[src/rtl/alu_pkg.sv]
// Shared definitions for the ALU issue block: opcodes, FSM states and
// the bit positions of the {CF,OF,SF,ZF} flags word.
package alu_pkg;

    // Opcode map; every code not listed here is illegal.
    localparam logic [3:0] OP_LDI = 4'b0001;
    localparam logic [3:0] OP_ADD = 4'b0010;
    localparam logic [3:0] OP_SUB = 4'b0011;
    localparam logic [3:0] OP_AND = 4'b0100;
    localparam logic [3:0] OP_OR  = 4'b0101;
    localparam logic [3:0] OP_XOR = 4'b0110;
    localparam logic [3:0] OP_NEG = 4'b0111;

    // Bit positions inside the 4-bit FLAGS word {CF,OF,SF,ZF}.
    localparam int FLAG_CF = 3;
    localparam int FLAG_OF = 2;
    localparam int FLAG_SF = 1;
    localparam int FLAG_ZF = 0;

    // Issue sequencer states.
    typedef enum logic [1:0] {
        ST_IDLE   = 2'd0,
        ST_DECODE = 2'd1,
        ST_EXEC   = 2'd2,
        ST_WB     = 2'd3
    } state_e;

    // True for opcodes that are routed through the downstream ALU.
    function automatic logic is_alu_op(input logic [3:0] op);
        return (op == OP_ADD) || (op == OP_SUB) || (op == OP_AND) ||
               (op == OP_OR)  || (op == OP_XOR) || (op == OP_NEG);
    endfunction

    // True for every opcode the issue unit knows how to handle.
    function automatic logic is_legal(input logic [3:0] op);
        return (op == OP_LDI) || is_alu_op(op);
    endfunction

endpackage

[src/rtl/sync_fifo.sv]
// Single-clock first-word-fall-through FIFO. The head entry is visible on
// 'head' whenever the FIFO is non-empty, so the consumer can capture it in
// the same cycle it pops. Pointers carry one extra wrap bit so that full
// and empty can be told apart when the index bits are equal.
module sync_fifo #(
    parameter int PW    = 8,
    parameter int DEPTH = 4
) (
    input  logic          clk,
    input  logic          rst,
    input  logic          push,
    input  logic [PW-1:0] push_data,
    input  logic          pop,
    output logic          full,
    output logic          empty,
    output logic [PW-1:0] head
);

    localparam int AW = (DEPTH > 1) ? $clog2(DEPTH) : 1;
    localparam logic [AW:0] PTR_ONE = {{AW{1'b0}}, 1'b1};

    logic [PW-1:0] mem [DEPTH];
    logic [AW:0]   wr_ptr_reg;
    logic [AW:0]   rd_ptr_reg;
    logic          push_fire;
    logic          pop_fire;

    // Requests are gated here so the caller never corrupts the pointers.
    assign push_fire = push && !full;
    assign pop_fire  = pop && !empty;

    assign empty = (wr_ptr_reg == rd_ptr_reg);
    assign full  = (wr_ptr_reg[AW] != rd_ptr_reg[AW]) &&
                   (wr_ptr_reg[AW-1:0] == rd_ptr_reg[AW-1:0]);
    assign head  = mem[rd_ptr_reg[AW-1:0]];

    // Storage array: written on accepted pushes only, no reset needed.
    always_ff @(posedge clk) begin
        if (push_fire) begin
            mem[wr_ptr_reg[AW-1:0]] <= push_data;
        end
    end

    // Read/write pointers; reset empties the FIFO.
    always_ff @(posedge clk) begin
        if (rst) begin
            wr_ptr_reg <= '0;
            rd_ptr_reg <= '0;
        end else begin
            if (push_fire) begin
                wr_ptr_reg <= wr_ptr_reg + PTR_ONE;
            end
            if (pop_fire) begin
                rd_ptr_reg <= rd_ptr_reg + PTR_ONE;
            end
        end
    end

endmodule

[src/rtl/alu_issue.sv]
// In-order, one-at-a-time instruction issue unit. Instructions queue in a
// small FIFO, are decoded against an eight-entry register file, driven to
// an external registered ALU for ALU_LAT enabled cycles and written back.
module alu_issue
    import alu_pkg::*;
#(
    parameter int WIDTH   = 8,
    parameter int DEPTH   = 4,
    parameter int ALU_LAT = 2
) (
    input  logic             clk,
    input  logic             rst,
    input  logic             in_valid,
    output logic             in_ready,
    input  logic [3:0]       in_opcode,
    input  logic [2:0]       in_rd,
    input  logic [2:0]       in_rs1,
    input  logic [2:0]       in_rs2,
    input  logic [WIDTH-1:0] in_imm,
    output logic             alu_en,
    output logic             alu_oe,
    output logic [3:0]       alu_opcode,
    output logic [WIDTH-1:0] alu_a,
    output logic [WIDTH-1:0] alu_b,
    input  logic [WIDTH-1:0] alu_result,
    input  logic             alu_cf,
    input  logic             alu_of,
    input  logic             alu_sf,
    input  logic             alu_zf,
    output logic             wb_valid,
    output logic [2:0]       wb_rd,
    output logic [WIDTH-1:0] wb_data,
    output logic [3:0]       flags,
    output logic             busy,
    output logic             err,
    input  logic [2:0]       rd_addr,
    output logic [WIDTH-1:0] rd_data
);

    // FIFO payload layout: {opcode, rd, rs1, rs2, imm}.
    localparam int PW = 4 + 3 + 3 + 3 + WIDTH;
    localparam int CW = $clog2(ALU_LAT + 1);
    localparam logic [CW-1:0] CNT_ONE  = {{(CW-1){1'b0}}, 1'b1};
    localparam logic [CW-1:0] CNT_LOAD = CW'(ALU_LAT);

    state_e           state_reg;
    state_e           state_next;
    logic             pop;
    logic             fifo_full;
    logic             fifo_empty;
    logic [PW-1:0]    fifo_head;
    logic [PW-1:0]    push_payload;

    // Instruction register, loaded on pop.
    logic [3:0]       ir_op_reg;
    logic [2:0]       ir_rd_reg;
    logic [2:0]       ir_rs1_reg;
    logic [2:0]       ir_rs2_reg;
    logic [WIDTH-1:0] ir_imm_reg;

    logic [CW-1:0]    cnt_reg;
    logic [WIDTH-1:0] alu_a_reg;
    logic [WIDTH-1:0] alu_b_reg;
    logic [3:0]       alu_opcode_reg;
    logic [3:0]       flags_reg;
    logic             err_reg;
    logic [3:0]       alu_flags;
    logic [WIDTH-1:0] regs_reg [8];

    assign push_payload = {in_opcode, in_rd, in_rs1, in_rs2, in_imm};

    sync_fifo #(
        .PW    (PW),
        .DEPTH (DEPTH)
    ) u_fifo (
        .clk       (clk),
        .rst       (rst),
        .push      (in_valid),
        .push_data (push_payload),
        .pop       (pop),
        .full      (fifo_full),
        .empty     (fifo_empty),
        .head      (fifo_head)
    );

    // Ready depends only on occupancy, never on a same-cycle pop.
    assign in_ready = !fifo_full;

    // Gather the ALU's flag inputs into the shared FLAGS bit order.
    always_comb begin
        alu_flags          = '0;
        alu_flags[FLAG_CF] = alu_cf;
        alu_flags[FLAG_OF] = alu_of;
        alu_flags[FLAG_SF] = alu_sf;
        alu_flags[FLAG_ZF] = alu_zf;
    end

    // FSM state register.
    always_ff @(posedge clk) begin
        if (rst) begin
            state_reg <= ST_IDLE;
        end else begin
            state_reg <= state_next;
        end
    end

    // Next-state logic and the FIFO pop strobe.
    always_comb begin
        state_next = state_reg;
        pop        = 1'b0;
        case (state_reg)
            ST_IDLE: begin
                if (!fifo_empty) begin
                    pop        = 1'b1;
                    state_next = ST_DECODE;
                end
            end
            ST_DECODE: begin
                if (ir_op_reg == OP_LDI) begin
                    state_next = ST_WB;
                end else if (is_alu_op(ir_op_reg)) begin
                    state_next = ST_EXEC;
                end else begin
                    state_next = ST_IDLE;
                end
            end
            ST_EXEC: begin
                // The last enabled cycle is the one where the count reads 1.
                if (cnt_reg <= CNT_ONE) begin
                    state_next = ST_WB;
                end
            end
            ST_WB: begin
                state_next = ST_IDLE;
            end
            default: begin
                state_next = ST_IDLE;
            end
        endcase
    end

    // Instruction register capture on pop.
    always_ff @(posedge clk) begin
        if (rst) begin
            ir_op_reg  <= '0;
            ir_rd_reg  <= '0;
            ir_rs1_reg <= '0;
            ir_rs2_reg <= '0;
            ir_imm_reg <= '0;
        end else if (pop) begin
            {ir_op_reg, ir_rd_reg, ir_rs1_reg, ir_rs2_reg, ir_imm_reg} <= fifo_head;
        end
    end

    // Operand/opcode latch in DECODE; these stay put through EXEC and WB.
    always_ff @(posedge clk) begin
        if (rst) begin
            alu_a_reg      <= '0;
            alu_b_reg      <= '0;
            alu_opcode_reg <= '0;
        end else if (state_reg == ST_DECODE) begin
            alu_a_reg      <= regs_reg[ir_rs1_reg];
            alu_b_reg      <= regs_reg[ir_rs2_reg];
            alu_opcode_reg <= ir_op_reg;
        end
    end

    // EXEC down-counter: loaded in DECODE, decremented per enabled cycle.
    always_ff @(posedge clk) begin
        if (rst) begin
            cnt_reg <= '0;
        end else if (state_reg == ST_DECODE) begin
            cnt_reg <= CNT_LOAD;
        end else if (state_reg == ST_EXEC && cnt_reg != '0) begin
            cnt_reg <= cnt_reg - CNT_ONE;
        end
    end

    // Sticky illegal-opcode flag, raised while decoding an unknown opcode.
    always_ff @(posedge clk) begin
        if (rst) begin
            err_reg <= 1'b0;
        end else if (state_reg == ST_DECODE && !is_legal(ir_op_reg)) begin
            err_reg <= 1'b1;
        end
    end

    // FLAGS capture at writeback of ALU ops; LDI leaves them untouched.
    always_ff @(posedge clk) begin
        if (rst) begin
            flags_reg <= '0;
        end else if (state_reg == ST_WB && ir_op_reg != OP_LDI) begin
            flags_reg <= alu_flags;
        end
    end

    // Register file write at writeback; a reset clears every entry.
    always_ff @(posedge clk) begin
        if (rst) begin
            for (int i = 0; i < 8; i++) begin
                regs_reg[i] <= '0;
            end
        end else if (state_reg == ST_WB) begin
            regs_reg[ir_rd_reg] <= wb_data;
        end
    end

    // Writeback bus is combinational from the IR and the ALU result.
    assign wb_valid = (state_reg == ST_WB);
    assign wb_rd    = ir_rd_reg;
    assign wb_data  = (ir_op_reg == OP_LDI) ? ir_imm_reg : alu_result;

    assign alu_en     = (state_reg == ST_EXEC);
    assign alu_oe     = (state_reg == ST_EXEC) || (state_reg == ST_WB);
    assign alu_a      = alu_a_reg;
    assign alu_b      = alu_b_reg;
    assign alu_opcode = alu_opcode_reg;

    assign flags = flags_reg;
    assign err   = err_reg;
    assign busy  = (state_reg != ST_IDLE) || !fifo_empty;

    // Debug read returns the pre-writeback value in a writeback cycle.
    assign rd_data = regs_reg[rd_addr];

endmodule

[config.mk]
export PLATFORM = sky130hd
export DESIGN_NAME = alu_issue
export DESIGN_NICKNAME = d
export VERILOG_FILES = /design/src/rtl/alu_pkg.sv /design/src/rtl/sync_fifo.sv /design/src/rtl/alu_issue.sv
export SDC_FILE = /design/constraint.sdc
export NUM_CORES = 1
export LEC_CHECK = 0
export ABC_AREA = 1
export ABC_CLOCK_PERIOD_IN_PS = 3700
export CAP_MARGIN = 30
export CORE_UTILIZATION = 55
export DETAILED_ROUTE_END_ITERATION = 8
export GPL_TIMING_DRIVEN = 1
export PLACE_DENSITY_LB_ADDON = 0.3
export SKIP_LAST_GASP = 1
export SYNTH_ARGS = -nofsm -noshare
export SYNTH_HDL_FRONTEND = slang
export SYNTH_SLANG_ARGS = --single-unit
export TNS_END_PERCENT = 30
[constraint.sdc]
create_clock -name clk -period 3.7 [get_ports clk]
set_input_delay 0.74 -clock clk [delete_from_list [all_inputs] [get_ports clk]]
set_output_delay 0.74 -clock clk [all_outputs]
set_load 0.1 [all_outputs]
==> results of run 1 <==
-- path summary, 6_finish.rpt --
kind,from,endpoint,depth (start not counted)
max,ir_op_reg[2],wb_data[3],5
min reg2reg,alu_b[3],alu_b[3],2
max reg2reg,u_fifo.rd_ptr_reg[0],ir_op_reg[2],7
min,alu_b[3],alu_b[3],2
-- layout make-up --
class / instances / area (sq um) / area share
Inverter: 184 / 691 / 0.0589
Multi-Input combinational cell: 745 / 3440 / 0.293
Clock inverter: 10 / 87.6 / 0.00746
Tap cell: 225 / 282 / 0.0240
Timing Repair Buffer: 105 / 1100 / 0.0936
Sequential cell: 204 / 5570 / 0.474
Clock buffer: 28 / 573 / 0.0488
-- cells in the mapped netlist --
cell type	number	area share
nand2_1	272	0.10
inv_1	180	0.068
edfxtp_1	148	0.45
nor2_1	143	0.054
nand3_1	120	0.060
o21ai_0	84	0.042
a21oi_1	57	0.029
dfxtp_1	56	0.11
clkbuf_1	35	0.013
o211ai_1	32	0.024
buf_2	24	0.012
nand2_2	9	0.0056
o21ai_2	8	0.0070
ha_1	7	0.0088
buf_1	3	0.0011
inv_2	3	0.0011
nand4_1	3	0.0019
buf_6	2	0.0023
nand3_2	2	0.0020
nand3b_1	2	0.0015
nor2_4	2	0.0023
xor2_1	2	0.0018
buf_4	1	0.00075
clkinv_1	1	0.00038
o21a_1	1	0.00075
xnor2_2	1	0.0016
-- power by group through the flow --
stage | combinational, mW | sequential [mW] | clock, mW
global placement | 3.33 | 3.16 | 0
finish | 3.47 | 3.09 | 2.02
detailed placement | 3.45 | 3.13 | 0
CTS | 3.47 | 3.09 | 2.06
floorplan | 2.19 | 3.58 | 0
global route | 3.78 | 3.14 | 2.14
-- stage by stage --
step,worst slack [ns],util,power (mW),hold slack (ns)
4_1_cts,0.519,0.669,8.62,0.449
3_3_place_gp,0.777,0.628,6.48,0.438
3_5_place_dp,0.757,0.631,6.58,0.439
5_1_grt,0.429,0.669,9.06,0.470
6_report,0.578,0.669,8.59,0.447
2_1_floorplan,0.594,-,5.77,0.445
-- kinds of logic (layout without fill, tap and decap cells) --
group / Yosys count / after routing / share of synthesized area
AO/OA/AOI/OAI: 182 / 182 / 0.103
adder cells (fa/ha/maj): 7 / 7 / 0.00877
flip-flops: 204 / 204 / 0.557
AND/OR/NAND/NOR: 553 / 553 / 0.229
buffers and inverters: 249 / 327 / 0.0985
XOR/XNOR: 3 / 3 / 0.00338
-- critical path: stages (launching register included) --
cell	delay (ns)
dfxtp_1	0.35
nor2_1	0.14
nand3_2	0.43
o21ai_2	0.61
inv_1	0.09
buf_4	0.25
-- routing by layer --
metal,routed length (um),track usage,share of wire,up-vias
li1,-,-,-,4015
met1,9920,0.337,0.42,3700
met2,11700,0.452,0.49,324
met3,1300,0.0348,0.055,67
met4,769,0.102,0.032,0
met5,0,0,0,-
==> impl_results.md, run 1 <==
* Drt via density at 5.40
* First-iteration detailed-routing DRC count at between 500 and 600
* Crit path kind: flop to output pin
* Post-route antenna net violation count at 0
* N_diodes at 0
* Clock Skew at 0.0167 ns
* WL final at 23.7 mm
* Core area at between 15000 and 20000 sq um
* Status: finished clean
* Largest net degree at the start of global routing at 66
* Final #Nets at 1308
* Reg2reg setup slack at approximately 1.6 ns
* Minimum clock period at 3.12 ns
* CP Max Fanout at 24
* CTS Buf Count at 22
* Crit share post-route at 0.844
* Initial antenna violation count at 0
* Peak Freq at 0.320 GHz
* Yosys cell types at 26
* Syn-to-layout area delta at 17.5%
* Die area at 18700 sq um
* Mean post-synth cell area at ~8.3 sq um
* Post-route cell area at 11700 sq um
* PwrDens at 732 nW/um^2
* RSZ-0062 raised after global routing: false
* Vias post-DR at 8106
* Setup crit end kind: output pin
* Psw at 3.71 mW
* Clock Power Share at 0.236
* Worst-Skew Late Latency at 0.51 ns
* Maxcap violations at 0
* Final setup viols at 0
* Hold-fix buffer count after cts at 0
* Static Leak at 5.08 nW
* Logic pwr share at 0.404
* Reg power frac at 0.360
* Worst EP required at around 3.0 ns
* Final Non-Filler Cells at 1501
* Slew Limit Fails at 0
* Clk buf depth at 3
* CP Launch Type: flop
* DRC at 0
* # fillers at around 1400
* Final TNS setup at 0 ns
* Cells after Synth at approximately 1200
* Clock Sinks at 204
* Max reg flops at between 80 and 90
* Die height at 137 um
* Post-DP HPWL at 16.1 mm
* Total GRT Usage at 0.263
* Port Buf Inserts at 87
* Synth Warn # at 0
* Power Internal at a little under 5 mW
* Commonest non-fill, non-tap cell in the layout: nand2_1
* Clk root buf: clkbuf_16
* Cells after DPL at 1463
* Std cell rows at 48
* Wirelength per Cell at approximately 16 um
* Seq/Total Area, Yosys at 0.557
* Switching Fraction at 0.432
* Htree depth at 1
* Commonest non-fill, non-tap cells in the layout: nand2_1 (272), inv_1 (180), edfxtp_1 (148)
* Hold Path Class: flop to flop
* Net count after synthesis at 1244
* WP data arrival at 2.38 ns
* Layout cells sized above 1 at 0.0737
* Clock slew at reported path FFs at 0.06 ns
* Final GP Congestion at a little under 1
* Pre-antenna DRT Iters at 6
* First-pass GRT wire length at between 30 and 40 mm
* Worst IR drop on VDD at 0.000458 V
* I/O pin count at 88
* Grt total ovfl at 0
* Vias in the first global route at 7490
* CTS tree: done
* Slew @ Worst Pin at 1.04 ns
* Die W at about 140 um
* Dpl cell area at 11100 sq um
* Synth Cell Area at 9980 sq um
* Fin. Hold Viols at 0
* Slew headroom at 0.307
* Post-CTS sizing at 0
* Post-CTS setup buffers at 0
* Initial core utilization at 0.569
* #FFs+latches synth at just over 200
(Power assumes the default switching activity.)
==> run 2: changes to the inputs <==
--- a/config.mk
+++ b/config.mk
@@ -6,7 +6,7 @@
 export NUM_CORES = 1
 export LEC_CHECK = 0
 export ABC_AREA = 1
-export ABC_CLOCK_PERIOD_IN_PS = 3700
+export ABC_CLOCK_PERIOD_IN_PS = 2950
 export CAP_MARGIN = 30
 export CORE_UTILIZATION = 55
 export DETAILED_ROUTE_END_ITERATION = 8
==> constraint.sdc (replaced) <==
create_clock -name clk -period 2.95 [get_ports clk]
set_input_delay 0.59 -clock clk [delete_from_list [all_inputs] [get_ports clk]]
set_output_delay 0.59 -clock clk [all_outputs]
set_load 0.1 [all_outputs]
==> run 2 against run 1 <==
Compared with the run above:
- worst setup slack got worse by 0.36 ns
- first-iteration DRC count fell by 0.17%
- clock skew is 0.0055 ns lower
- combinational power is 31% higher
- largest cell class unchanged
==> impl_results.md, run 2 (synthesis gave the netlist of run 1 again) <==
* First-iteration detailed-routing DRC count at 591 (was 592)
* Die W at 137 um (unchanged)
* Post-DP HPWL at 16.9 mm (was 16.1 mm)
* Setup crit end kind: output pin (unchanged)
* Initial core utilization at 0.569 (unchanged)
* CTS tree: done (unchanged)
* Slew Limit Fails at 0 (unchanged)
* Vias in the first global route at 7618 (was 7490)
* Port Buf Inserts at 87 (unchanged)
* Peak Freq at 0.367 GHz
* Grt total ovfl at 0 (unchanged)
* Worst IR drop on VDD at 0.000660 V (was 0.000458 V)
* Worst r2r dst: u_fifo.mem[3][14] (was ir_op_reg[2])
* CP Max Fanout at 22 (was 24)
* Die area at 18700 sq um (unchanged)
* Pre-antenna DRT Iters at 5 (was 6)
* Total GRT Usage at 0.271 (was 0.263)
* RSZ-0062 raised after global routing: false (unchanged)
* Crit share post-route at 0.925
* Cell mode on critical path: nand2_1
* Status: finished clean (unchanged)
* Post-CTS setup buffers at 0 (unchanged)
* Area of the multi-input gates at 3440 sq um (unchanged)
* Initial antenna violation count at 0 (unchanged)
* # fillers at 1372 (was 1446)
* I/O pin count at 88 (unchanged)
* Final GP Congestion at 0.951 (was 0.989)
* Crit. path cell count at 5 (unchanged)
* Syn-to-layout area delta at 20.1% (was 17.5%)
* Final #Nets at 1322 (was 1308)
* Worst EP required at 2.36 ns (was 2.96 ns)
* Hold Path Class: flop to flop (unchanged)
* Reg power frac at 0.336 (was 0.360)
* Layout cells sized above 1 at 0.111 (was 0.0737)
* CP cell instances: inv_2 > nand2_1 > nand2_1 > nand3_1 > buf_12 (was nor2_1 > nand3_2 > o21ai_2 > inv_1 > buf_4)
* Commonest non-fill, non-tap cells in the layout: nand2_1 (272), inv_1 (180), edfxtp_1 (148) (unchanged)
* Psw at 4.78 mW (was 3.71 mW)
* Reg2reg setup slack at 0.53 ns (was 1.63 ns)
* Slowest stage delay, CP at 0.61 ns (about the same)
* Maxcap violations at 0 (unchanged)
* Logic pwr share at 0.399 (was 0.404)
* CP Launch Type: flop (unchanged)
* Commonest non-fill, non-tap cell in the layout: nand2_1 (unchanged)
* Die height at 137 um (unchanged)
* Wirelength per Cell at 16.0 um (was 15.8 um)
* DRC at 0 (unchanged)
* Final Non-Filler Cells at 1519 (was 1501)
* Crit path from: u_fifo.rd_ptr_reg[1] (was ir_op_reg[2])
* Hold-fix buffer count after cts at 0 (unchanged)
* Max reg flops at 84 (unchanged)
* Crit path kind: flop to output pin (unchanged)
* Minimum clock period at 2.73 ns
* Static Leak at 5.30 nW (was 5.08 nW)
* Post-CTS sizing at 0 (unchanged)
* Final setup viols at 0 (unchanged)
* Crit path max-delay cell type: dfxtp_1 (was o21ai_2)
* Slew @ Worst Pin at 0.932 ns (was 1.04 ns)
* Dpl cell area at 11200 sq um (was 11100 sq um)
* Vias post-DR at 8087 (was 8106)
* Largest delay contributor family on the critical path: flip-flops (was compound AO/OA/AOI/OAI gates)
* Clock Power Share at 0.265 (was 0.236)
* Post-route cell area at 12000 sq um (was 11700 sq um)
* PwrDens at 954 nW/um^2 (was 732 nW/um^2)
* Largest net degree at the start of global routing at 57 (was 66)
* Switching Fraction at 0.417 (was 0.432)
* Clock slew at reported path FFs at 0.06 ns (about the same)
* Clk root buf: clkbuf_16 (unchanged)
* Number of cells on the worst reg-to-reg path at 7 (unchanged)
* WL final at 24.2 mm (was 23.7 mm)
* Htree depth at 1 (unchanged)
* CP bufs+invs at 2 (unchanged)
* Fin. Hold Viols at 0 (unchanged)
* Core area at 17500 sq um (unchanged)
* Clock Skew at 0.0112 ns (was 0.0167 ns)
* CP Capture Point: in_ready (was wb_data[3])
* R2R Path Start: u_fifo.rd_ptr_reg[1] (was u_fifo.rd_ptr_reg[0])
* Power Internal at 6.67 mW (was 4.88 mW)
* WP data arrival at 2.14 ns (was 2.38 ns)
* Clk buf depth at 3 (unchanged)
* Worst-Skew Late Latency at 0.52 ns (was 0.51 ns)
* Reg area at 5570 sq um (unchanged)
* First-pass GRT wire length at 38.7 mm (was 38.0 mm)
* CTS Buf Count at 23 (was 22)
* Clock Sinks at 204 (unchanged)
* Slew headroom at 0.379 (was 0.307)
* Cells after DPL at 1476 (was 1463)
* Drt via density at 5.32 (was 5.40)
* Post-route antenna net violation count at 0 (unchanged)
* Std cell rows at 48 (unchanged)
-- run 2: cell types whose count changed in the layout (fill, tap and decap cells not counted), sizes merged --
cell           before  now
clkdlybuf4s50      68   38
clkbuf             28   29
inv               184  185
diode               0    1
buf                37   80
clkinv              8    6
bufinv              1    5
-- run 2: worst reg2reg max path: stages (launching register included) --
cell and delay, ns:
dfxtp_1 0.61, inv_2 0.31, nand2_1 0.15, nand2_1 0.10, nand3_1 0.23, nand2_1 0.20, nor2_1 0.14, buf_4 0.32
-- run 2: worst min path at each step --
stage	endpoint	slack, ns	from	depth (start not counted)
floorplan	alu_opcode[3]	0.44	ir_op_reg[3]	2
global placement	alu_opcode[3]	0.44	alu_opcode[3]	2
detailed placement	alu_opcode[2]	0.44	alu_opcode[2]	2
CTS	alu_a[5]	0.45	alu_a[5]	2
global route	alu_b[7]	0.47	alu_b[7]	2
finish	alu_b[1]	0.45	alu_b[1]	2
-- run 2: final cells by class --
type / count / area share
clock buffer: 29 / 0.0507
timing repair buffer: 118 / 0.101
clock inverter: 13 / 0.0169
antenna: 1 / 0.000209
tap: 225 / 0.0235
sequential: 204 / 0.464
inverter: 184 / 0.0576
multi-input combinational: 745 / 0.286
-- run 2: layer usage --
layer,global-route usage,wire length [um]
met1,0.340,9750
met2,0.466,12200
met3,0.0415,1550
met4,0.114,704
met5,0,0
-- run 2: through the flow --
stage	worst slack (ns)	utilization	hold WS (ns)	total power, mW	setup TNS (ns)
after floorplan	-0.156	-	0.445	7.23	-13.11
after global placement	0.337	0.638	0.440	8.37	0
after detailed placement	0.289	0.638	0.442	8.44	0
after CTS	0.192	0.684	0.453	11.5	0
after global routing	0.0416	0.684	0.465	12.1	0
final	0.222	0.684	0.450	11.4	0
-- run 2: power by group through the flow --
| stage | Combinational, mW | Sequential, mW | Clock (mW) |
|---|---|---|---|
| finish | 4.56 | 3.85 | 3.03 |
| floorplan | 2.74 | 4.49 | 0 |
| global route | 4.97 | 3.90 | 3.18 |
| global placement | 4.48 | 3.88 | 0 |
| detailed placement | 4.54 | 3.89 | 0 |
| CTS | 4.57 | 3.83 | 3.08 |
==> run 3: changes to the inputs <==
--- a/config.mk
+++ b/config.mk
@@ -6,7 +6,6 @@
 export NUM_CORES = 1
 export LEC_CHECK = 0
 export ABC_AREA = 1
-export ABC_CLOCK_PERIOD_IN_PS = 2950
 export CAP_MARGIN = 30
 export CORE_UTILIZATION = 55
 export DETAILED_ROUTE_END_ITERATION = 8
==> results of run 3 <==
No change in the layout: final DEF, timing and power equal those of run 2.
==> RTL change, RTL diff (settings of run 3) <==
Change the parameter `ALU_LAT` from 2 to 4.
--- a/src/rtl/alu_issue.sv
+++ b/src/rtl/alu_issue.sv
@@ -8,3 +8,3 @@
     parameter int DEPTH   = 4,
-    parameter int ALU_LAT = 2
+    parameter int ALU_LAT = 4
 ) (
Function: changed (a bounded check fails within 10 cycles, from zero or initial values and one cycle with rst high).
==> RTL change against run 3 <==
Non-clock buffer count fell by 3; setup slack got worse by 170 ps; final area fell by 0.65%; wire length rose by 3.8%; total power fell by 0.40%; final cell count fell by 0.59%; sequential cell count rose by 1; synthesized area barely moved; largest cell class unchanged; largest power group unchanged.
==> RTL change: results (changes against run 3) <==
Timing
The worst max-slew margin expressed relative to the limit is 34.22% (was 37.86%). The clock tree skew after final layout came to 19.10 ps (was 11.24 ps).

Synth
Largest cells by area after synthesis: sky130_fd_sc_hd__edfxtp_1 (44%), sky130_fd_sc_hd__dfxtp_1 (11%), sky130_fd_sc_hd__nand2_1 (9.9%) (was sky130_fd_sc_hd__edfxtp_1 (45%), sky130_fd_sc_hd__dfxtp_1 (11%), sky130_fd_sc_hd__nand2_1 (10%)). The post-synthesis net count is 1238 (was 1244). Synth cell count leaders: sky130_fd_sc_hd__nand2_1 (263), sky130_fd_sc_hd__inv_1 (174), sky130_fd_sc_hd__nor2_1 (153), sky130_fd_sc_hd__edfxtp_1 (148), sky130_fd_sc_hd__nand3_1 (118) (was sky130_fd_sc_hd__nand2_1 (272), sky130_fd_sc_hd__inv_1 (180), sky130_fd_sc_hd__edfxtp_1 (148), sky130_fd_sc_hd__nor2_1 (143), sky130_fd_sc_hd__nand3_1 (120)).

The fraction of the yosys area taken by sequential cells is 55.92% (was 55.74%). The share of the synthesized area in compound gates (AO/OA/AOI/OAI) was 10.57% (was 10.25%). The xor/xnor share of the synthesized area was 0.3382% (was 0.3383%).

Outcome
Result of the run: finished clean (unchanged).

Cells and area
The number of nets in the layout is 1315 (was 1322). The count of antenna diodes in the layout is 0 (was 1). The number of filler instances in the final layout is 1375 (was 1372). The fraction of final layout cells with drive strength greater than 1 is 10.82% (was 11.06%).

Clock tree
The number of buffers created by CTS is 22 (was 23).

Detailed routing
The total wire length is 25.15 mm (was 24.23 mm). The average vias per placed instance came to 5.449 (was 5.324).

Placement
The detailed-placement wirelength estimate is 17.56 mm (was 16.86 mm). The placer congestion estimate is 0.9468 (was 0.9505).

Global route
The wire length of the first global-routing pass came to 39.61 mm (was 38.67 mm). The largest net degree at the start of global routing is 65 (was 57). The number of global-route vias before repair is 7626 (was 7618). The total routing resource utilization after global routing is 27.69% (was 27.12%).

Power
The peak ir drop on the vdd network is 0.7364 mV (was 0.6600 mV). The static leakage came to 5.202 nW (was 5.303 nW).

Worst setup path
The highest cell delay on the worst timing path is 450 ps (was 610 ps). The peak fanout along the critical path is 9 (was 22). The critical-path cell with the highest stage delay is sky130_fd_sc_hd__o21ai_2 (was sky130_fd_sc_hd__dfxtp_1).
==> RTL change: final timing paths <==
| kind | slack [ps] | start | endpoint |
|---|---|---|---|
| worst max-delay path | 50 | ir_op_reg[1] | wb_data[3] |
| worst min-delay path | 450 | alu_a[5] | alu_a[5] |
| worst max register to register | 850 | u_fifo.rd_ptr_reg[0] | ir_rs1_reg[0] |
| worst min register to register | 450 | alu_a[5] | alu_a[5] |
==> RTL change: cells by family after synthesis <==
| group | after synthesis |
|---|---|
| AO/OA/AOI/OAI | 188 |
| AND/OR/NAND/NOR | 548 |
| adder cells (fa/ha/maj) | 7 |
| XOR/XNOR | 3 |
| buffers and inverters | 241 |
| flip-flops | 205 |
==> RTL change: critical path: cells and delay by family, from the launching register on <==
kind | cells | cell delay (ps)
compound gates | 1 | 450
flops | 1 | 330
simple gates | 2 | 400
buf+inv | 3 | 630
==> RTL change: cell type report <==
class,count,area share [%]
Clock buffer,28,4.903
Clock inverter,12,1.144
Inverter,179,5.638
Multi-Input combinational cell,746,28.87
Sequential cell,205,46.88
Tap cell,225,2.362
Timing Repair Buffer,115,10.20
==> RTL change: report_power, final <==
| group | internal, mW | leakage [nW] | switching, mW |
|---|---|---|---|
| Combinational | 1.35 | 2.95 | 3.49 |
| Sequential | 3.46 | 1.90 | 0.374 |
| Clock | 1.59 | 0.349 | 1.13 |
==> RTL change: per-layer routing <==
layer,up-vias,track usage (%),wire length [um]
met3,72,3.741,1493
met4,0,13.58,1165
met5,-,0,0
met2,343,45.91,12090
li1,4031,-,-
met1,3782,35.76,10410
==> RTL change: per-stage QoR <==
stage / TNS, ps / cells / setup slack (ps) / power (mW) / instance area (um2)
after CTS: 0 / 1510 / 45.03 / 11.39 / 11910
after global placement: 0 / 1469 / 255.1 / 8.567 / 11160
after detailed placement: 0 / 1470 / 246.3 / 8.676 / 11190
final: 0 / 1510 / 52.43 / 11.40 / 11920
after global routing: -60.64 / 1510 / -60.64 / 11.96 / 11920
after floorplan: -12820 / 1192 / -152.7 / 7.364 / 9988
